===== src/rtl/tdm_frame_rectifier.sv =====
// Serial-to-parallel TDM frame capture: aligns to frame sync, delivers each
// complete frame as one wide word, and strobes on short frames or lost sync.
module tdm_frame_rectifier #(
   parameter int FRAME_BITS = 256,
   parameter int CNT_W      = 16
) (
   input  logic                  sclk,
   input  logic                  rst,
   input  logic                  sdata,
   input  logic                  sfs,
   output logic                  pvalid,
   output logic [FRAME_BITS-1:0] pdata,
   output logic                  locked,
   output logic                  frame_err,
   output logic [CNT_W-1:0]      frame_cnt
);

   localparam int BW = $clog2(FRAME_BITS);
   localparam logic [BW-1:0] LAST_BIT = BW'(FRAME_BITS - 1);

   typedef enum logic {
      HUNT = 1'b0,
      RECV = 1'b1
   } state_t;

   state_t                state_q, state_d;
   logic [FRAME_BITS-1:0] sh_q, sh_d;
   logic [FRAME_BITS-1:0] pdata_q, pdata_d;
   logic [BW-1:0]         cnt_q, cnt_d;
   logic [CNT_W-1:0]      fcnt_q, fcnt_d;
   logic                  pvalid_q, pvalid_d;
   logic                  err_q, err_d;

   always_ff @(posedge sclk or posedge rst) begin
      if (rst) begin
         state_q  <= HUNT;
         sh_q     <= '0;
         pdata_q  <= '0;
         cnt_q    <= '0;
         fcnt_q   <= '0;
         pvalid_q <= 1'b0;
         err_q    <= 1'b0;
      end else begin
         state_q  <= state_d;
         sh_q     <= sh_d;
         pdata_q  <= pdata_d;
         cnt_q    <= cnt_d;
         fcnt_q   <= fcnt_d;
         pvalid_q <= pvalid_d;
         err_q    <= err_d;
      end
   end

   // Lock is lost only when a frame boundary arrives without its sync pulse.
   always_comb begin
      state_d = state_q;
      case (state_q)
         HUNT:    if (sfs) state_d = RECV;
         RECV:    if (cnt_q == '0 && !sfs) state_d = HUNT;
         default: state_d = HUNT;
      endcase
   end

   always_comb begin
      sh_d     = sh_q;
      pdata_d  = pdata_q;
      cnt_d    = cnt_q;
      fcnt_d   = fcnt_q;
      pvalid_d = 1'b0;
      err_d    = 1'b0;
      if (state_q == RECV || sfs) sh_d = {sh_q[FRAME_BITS-2:0], sdata};
      if (state_q == HUNT) begin
         if (sfs) cnt_d = BW'(1);
      end else if (sfs) begin
         // A sync anywhere but the frame boundary (including the last-bit
         // slot) cuts the current frame short and restarts capture.
         cnt_d = BW'(1);
         if (cnt_q != '0) err_d = 1'b1;
      end else if (cnt_q == '0) begin
         err_d = 1'b1;
         cnt_d = '0;
      end else if (cnt_q == LAST_BIT) begin
         pdata_d  = {sh_q[FRAME_BITS-2:0], sdata};
         pvalid_d = 1'b1;
         fcnt_d   = fcnt_q + CNT_W'(1);
         cnt_d    = '0;
      end else begin
         cnt_d = cnt_q + BW'(1);
      end
   end

   always_comb begin
      locked    = (state_q == RECV);
      pvalid    = pvalid_q;
      frame_err = err_q;
      pdata     = pdata_q;
      frame_cnt = fcnt_q;
   end

endmodule


===== config.mk =====
export PLATFORM = sky130hd
export DESIGN_NAME = tdm_frame_rectifier
export DESIGN_NICKNAME = d
export VERILOG_FILES = /design/src/rtl/tdm_frame_rectifier.sv
export SDC_FILE = /design/constraint.sdc
export NUM_CORES = 1
export LEC_CHECK = 0
export ABC_CLOCK_PERIOD_IN_PS = 31300
export CORE_ASPECT_RATIO = 0.8
export CORE_MARGIN = 8
export CORE_UTILIZATION = 40
export CTS_BUF_LIST = sky130_fd_sc_hd__clkbuf_4 sky130_fd_sc_hd__clkbuf_8
export CTS_CLUSTER_DIAMETER = 60
export DETAILED_ROUTE_END_ITERATION = 6
export DONT_BUFFER_PORTS = 1
export HOLD_SLACK_MARGIN = 0.08
export PLACE_DENSITY = 0.64
export SETUP_SLACK_MARGIN = 0.1
export SYNTH_ARGS = -nofsm -noshare
export SYNTH_HDL_FRONTEND = slang
export SYNTH_SLANG_ARGS = --single-unit

===== constraint.sdc =====
create_clock -name sclk -period 31.3 [get_ports sclk]
set_input_delay 9.39 -clock sclk [delete_from_list [all_inputs] [get_ports sclk]]
set_output_delay 9.39 -clock sclk [all_outputs]
set_load 0.005 [all_outputs]

==> impl_metrics.csv <==
group,metric,value,unit
clock_tree,cts_hold_buf,0,
clock_tree,clock-sinks,538,
worst_setup_path,cp_cell_sequence,"inv_8 -> buf_4 -> buf_4 -> buf_4 -> buf_4",
final_layout,nFillCells,4520,
sta,finalSetupViolCount,0,
power,power_density,65.2,mW/mm^2
final_layout,post-route-cell-area,0.0226,sq mm
die,width_of_the_die,268,um
worst_setup_path,cp_max_fo,119,
worst_setup_path,worst_path_largest_cell_delay,0.89,ns
final_layout,antennaDiodeCount,0,
worst_setup_path,arrival,13.33,ns
power,total_power,1.48,mW
sta,report.final.slew_viol_count,0,
sta,hold_viol_final,0,
outcome,outcome,"completed",
sta,final_min_period_over_clock_period,0.406,
global_route,grt_pass1_wl,69400,um
clock_tree,max-clock-path-buffers,3,
global_route,first_global_vias,12100,
logic_synthesis,synth_edf_count,0,
power,peakVddDrop,0.0322,mV
worst_setup_path,cp_data_required_time,31.91,ns
global_route,gr-total-overflow,0,
die,die-height,217,um
sta,finClkSkew,0.0233,ns
job,maxCapViolCount,0,
placed_design,port_buffers,0,
final_layout,mostFrequentLayoutCell,"sky130_fd_sc_hd__nand2_1",
global_route,grtUsageTotal,0.147,
hold_path,worst_hold_path.num_cells,2,
logic_synthesis,yosysSeqAreaShare,0.664,
detailed_routing,drtIter0Drc,879,
clock_tree,cts_repair_resize_count,0,
placed_design,routabilityCongestion,0.731,
die,ios,279,
sta,rsz0062_at_grt,"false",
worst_setup_path,timing_worst_setup_path_type,"input port to asynchronous set/reset pin",
worst_setup_path,critPathLaunchType,"input port",
final_layout,layout.core_utilization,0.454,
die,fp.coreArea,0.0499,sq mm
worst_setup_path,cp-end-kind,"asynchronous set/reset pin",
clock_tree,clk-insertion-delay-late,0.65,ns
die,die_area,0.0582,sq mm
sta,max_slew_margin,0.229,
worst_setup_path,critical-path-top-cell-by-count,"sky130_fd_sc_hd__buf_4",
worst_setup_path,critical-path-slowest-cell,"sky130_fd_sc_hd__buf_4",
detailed_routing,number_of_routed_nets_with_antenna_violations,0,
placed_design,place_area,0.0208,sq mm
final_layout,area.growth.synth_to_final,11.7,%
worst_setup_path,worst_path_dominant_cell_family,"buffers and inverters",
global_route,grt_antenna_before_repair,0,
final_layout,final_net_count,1766,
die,initial_utilization,0.406,
worst_setup_path,critical_path_depth,5,
logic_synthesis,netlist_area_before_placement,0.0203,sq mm
logic_synthesis,synth_top_flop_cell,"sky130_fd_sc_hd__dfrtp_1",
placed_design,dp_slack,17.65,ns
hold_path,class_of_the_worst_hold_path,"flip-flop to flip-flop",
power,power.leakage,12.2,nW
logic_synthesis,postSynth.asyncResetShare,1.00,
clock_tree,post-cts-setup-buffers,0,
sta,timing.fmax,0.0786,GHz
clock_tree,clock_tree_from_tritoncts,"done",
placed_design,detailedPlacementHpwl,26900,um
sta,tightestPinTransition,1.15,ns
clock_tree,cts_made_buffers,86,
die,placementRows,73,
sta,fin_setup_tns,0,ns
detailed_routing,wire_per_inst,17.2,um
detailed_routing,route.detailed.vias_per_inst,4.83,
detailed_routing,dr.pass1.iters,5,
clock_tree,cts_htree_levels,3,
final_layout,drive_above_1_share,0.236,
sta,setup_slack,18.58,ns
detailed_routing,route.final.wire_length,43000,um
sta,timing.final.crit_period,12.72,ns
logic_synthesis,synth.yosys.warnings,0,
logic_synthesis,synth_area_per_cell,11.6,sq um
final_layout,layout_common_cells,"sky130_fd_sc_hd__nand2_1, sky130_fd_sc_hd__dfrtp_1, sky130_fd_sc_hd__mux2_2",
worst_setup_path,reg2regPathDepth,10,
worst_setup_path,worstPathBufferInverterCount,5,
detailed_routing,vias_post_dr,12000,
detailed_routing,drcViolationCount,0,
global_route,pin_count_of_the_biggest_net_entering_global_routing,120,
clock_tree,worst_setup_hold_path_clk_slew,0.06,ns
logic_synthesis,synth_cells,1740,
logic_synthesis,synth_fp_nets,1749,
clock_tree,clockRootBuffer,"sky130_fd_sc_hd__clkbuf_8",
logic_synthesis,synth.lib_cells_used.distinct,34,
logic_synthesis,postSynthRegisterBits,538,
-- state kept, by name, summed over array words and instances (netlist names) --
register	count
frame_err	1
locked	1
pdata	256
cnt_q	8
pvalid	1
sh_q	255
frame_cnt	16
-- per-layer routing --
metal	part of all wire	global-route usage	wire (um)	vias up
met4	0.016	0.0377	668	0
li1	-	-	-	5640
met5	0	0	0	-
met2	0.47	0.226	20000	237
met1	0.44	0.189	18700	6109
met3	0.083	0.0631	3570	60
-- tightest hold or removal path, cell delays in order (launching register included) --
cell and delay [ns]:
sky130_fd_sc_hd__dfrtp_1 0.34, sky130_fd_sc_hd__nand2_1 0.05, sky130_fd_sc_hd__nand2_1 0.05
-- final timing paths --
check                                from    endpoint  slack, ns
worst max-delay path                  rst   pdata[86]      18.58
worst min-delay path            sh_q[254]   sh_q[254]       0.47
worst max register to register   cnt_q[0]   pdata[96]      27.54
worst min register to register  sh_q[254]   sh_q[254]       0.47
max in group sclk                     sfs   pdata[96]      19.62
min in group asynchronous             rst  pdata[196]       8.69
-- area by class of cell --
cell class                 count  area (sq um)  share of cell area
timing repair buffer          16           120             0.00531
sequential                   538         13500               0.595
multi-input combinational   1110          6380               0.282
clock inverter                16           114             0.00503
inverter                       5          26.3             0.00116
tap                          675           845              0.0373
clock buffer                 133          1690              0.0748
-- stage by stage --
stage | std cells | hold slack, ns
2_1_floorplan | 1740 | 0.433
3_3_place_gp | 2344 | 0.445
3_5_place_dp | 2344 | 0.469
4_1_cts | 2493 | 0.483
5_1_grt | 2493 | 0.503
6_report | 2493 | 0.474
-- report_power, final --
group	internal, mW	switching [mW]	leakage (nW)
clock	0.345	0.272	0.957
combinational	0.0220	0.0849	3.75
sequential	0.727	0.0266	7.45
total	1.09	0.383	12.2
-- cells by family after synthesis --
logic type	synth area share
AND/OR/NAND/NOR	0.156
flip-flops	0.664
buffers and inverters	0.0214
AO/OA/AOI/OAI	0.00525
XOR/XNOR	0.00648
multiplexers	0.143
adder cells (fa/ha/maj)	0.00309
-- Yosys cell counts, drive strengths merged, types with 2 or more instances --
master | number | share of area
o21ai | 2 | 0.00049
and4 | 2 | 0.00086
a21oi | 6 | 0.0015
nor2 | 4 | 0.00074
and3 | 2 | 0.00062
nor3 | 4 | 0.0015
nand2b | 3 | 0.00093
xnor2 | 13 | 0.0056
clkbuf | 57 | 0.011
or3 | 2 | 0.00062
nor4 | 2 | 0.00093
nand2 | 776 | 0.14
o211ai | 2 | 0.00074
mux2 | 257 | 0.14
buf | 30 | 0.0099
inv | 5 | 0.00093
ha | 5 | 0.0031
xor2 | 2 | 0.00086
nand4 | 7 | 0.0022
nand3 | 10 | 0.0031
dfrtp | 538 | 0.66
a31oi | 4 | 0.0012
No activity file was read; power rests on OpenSTA's default activity.
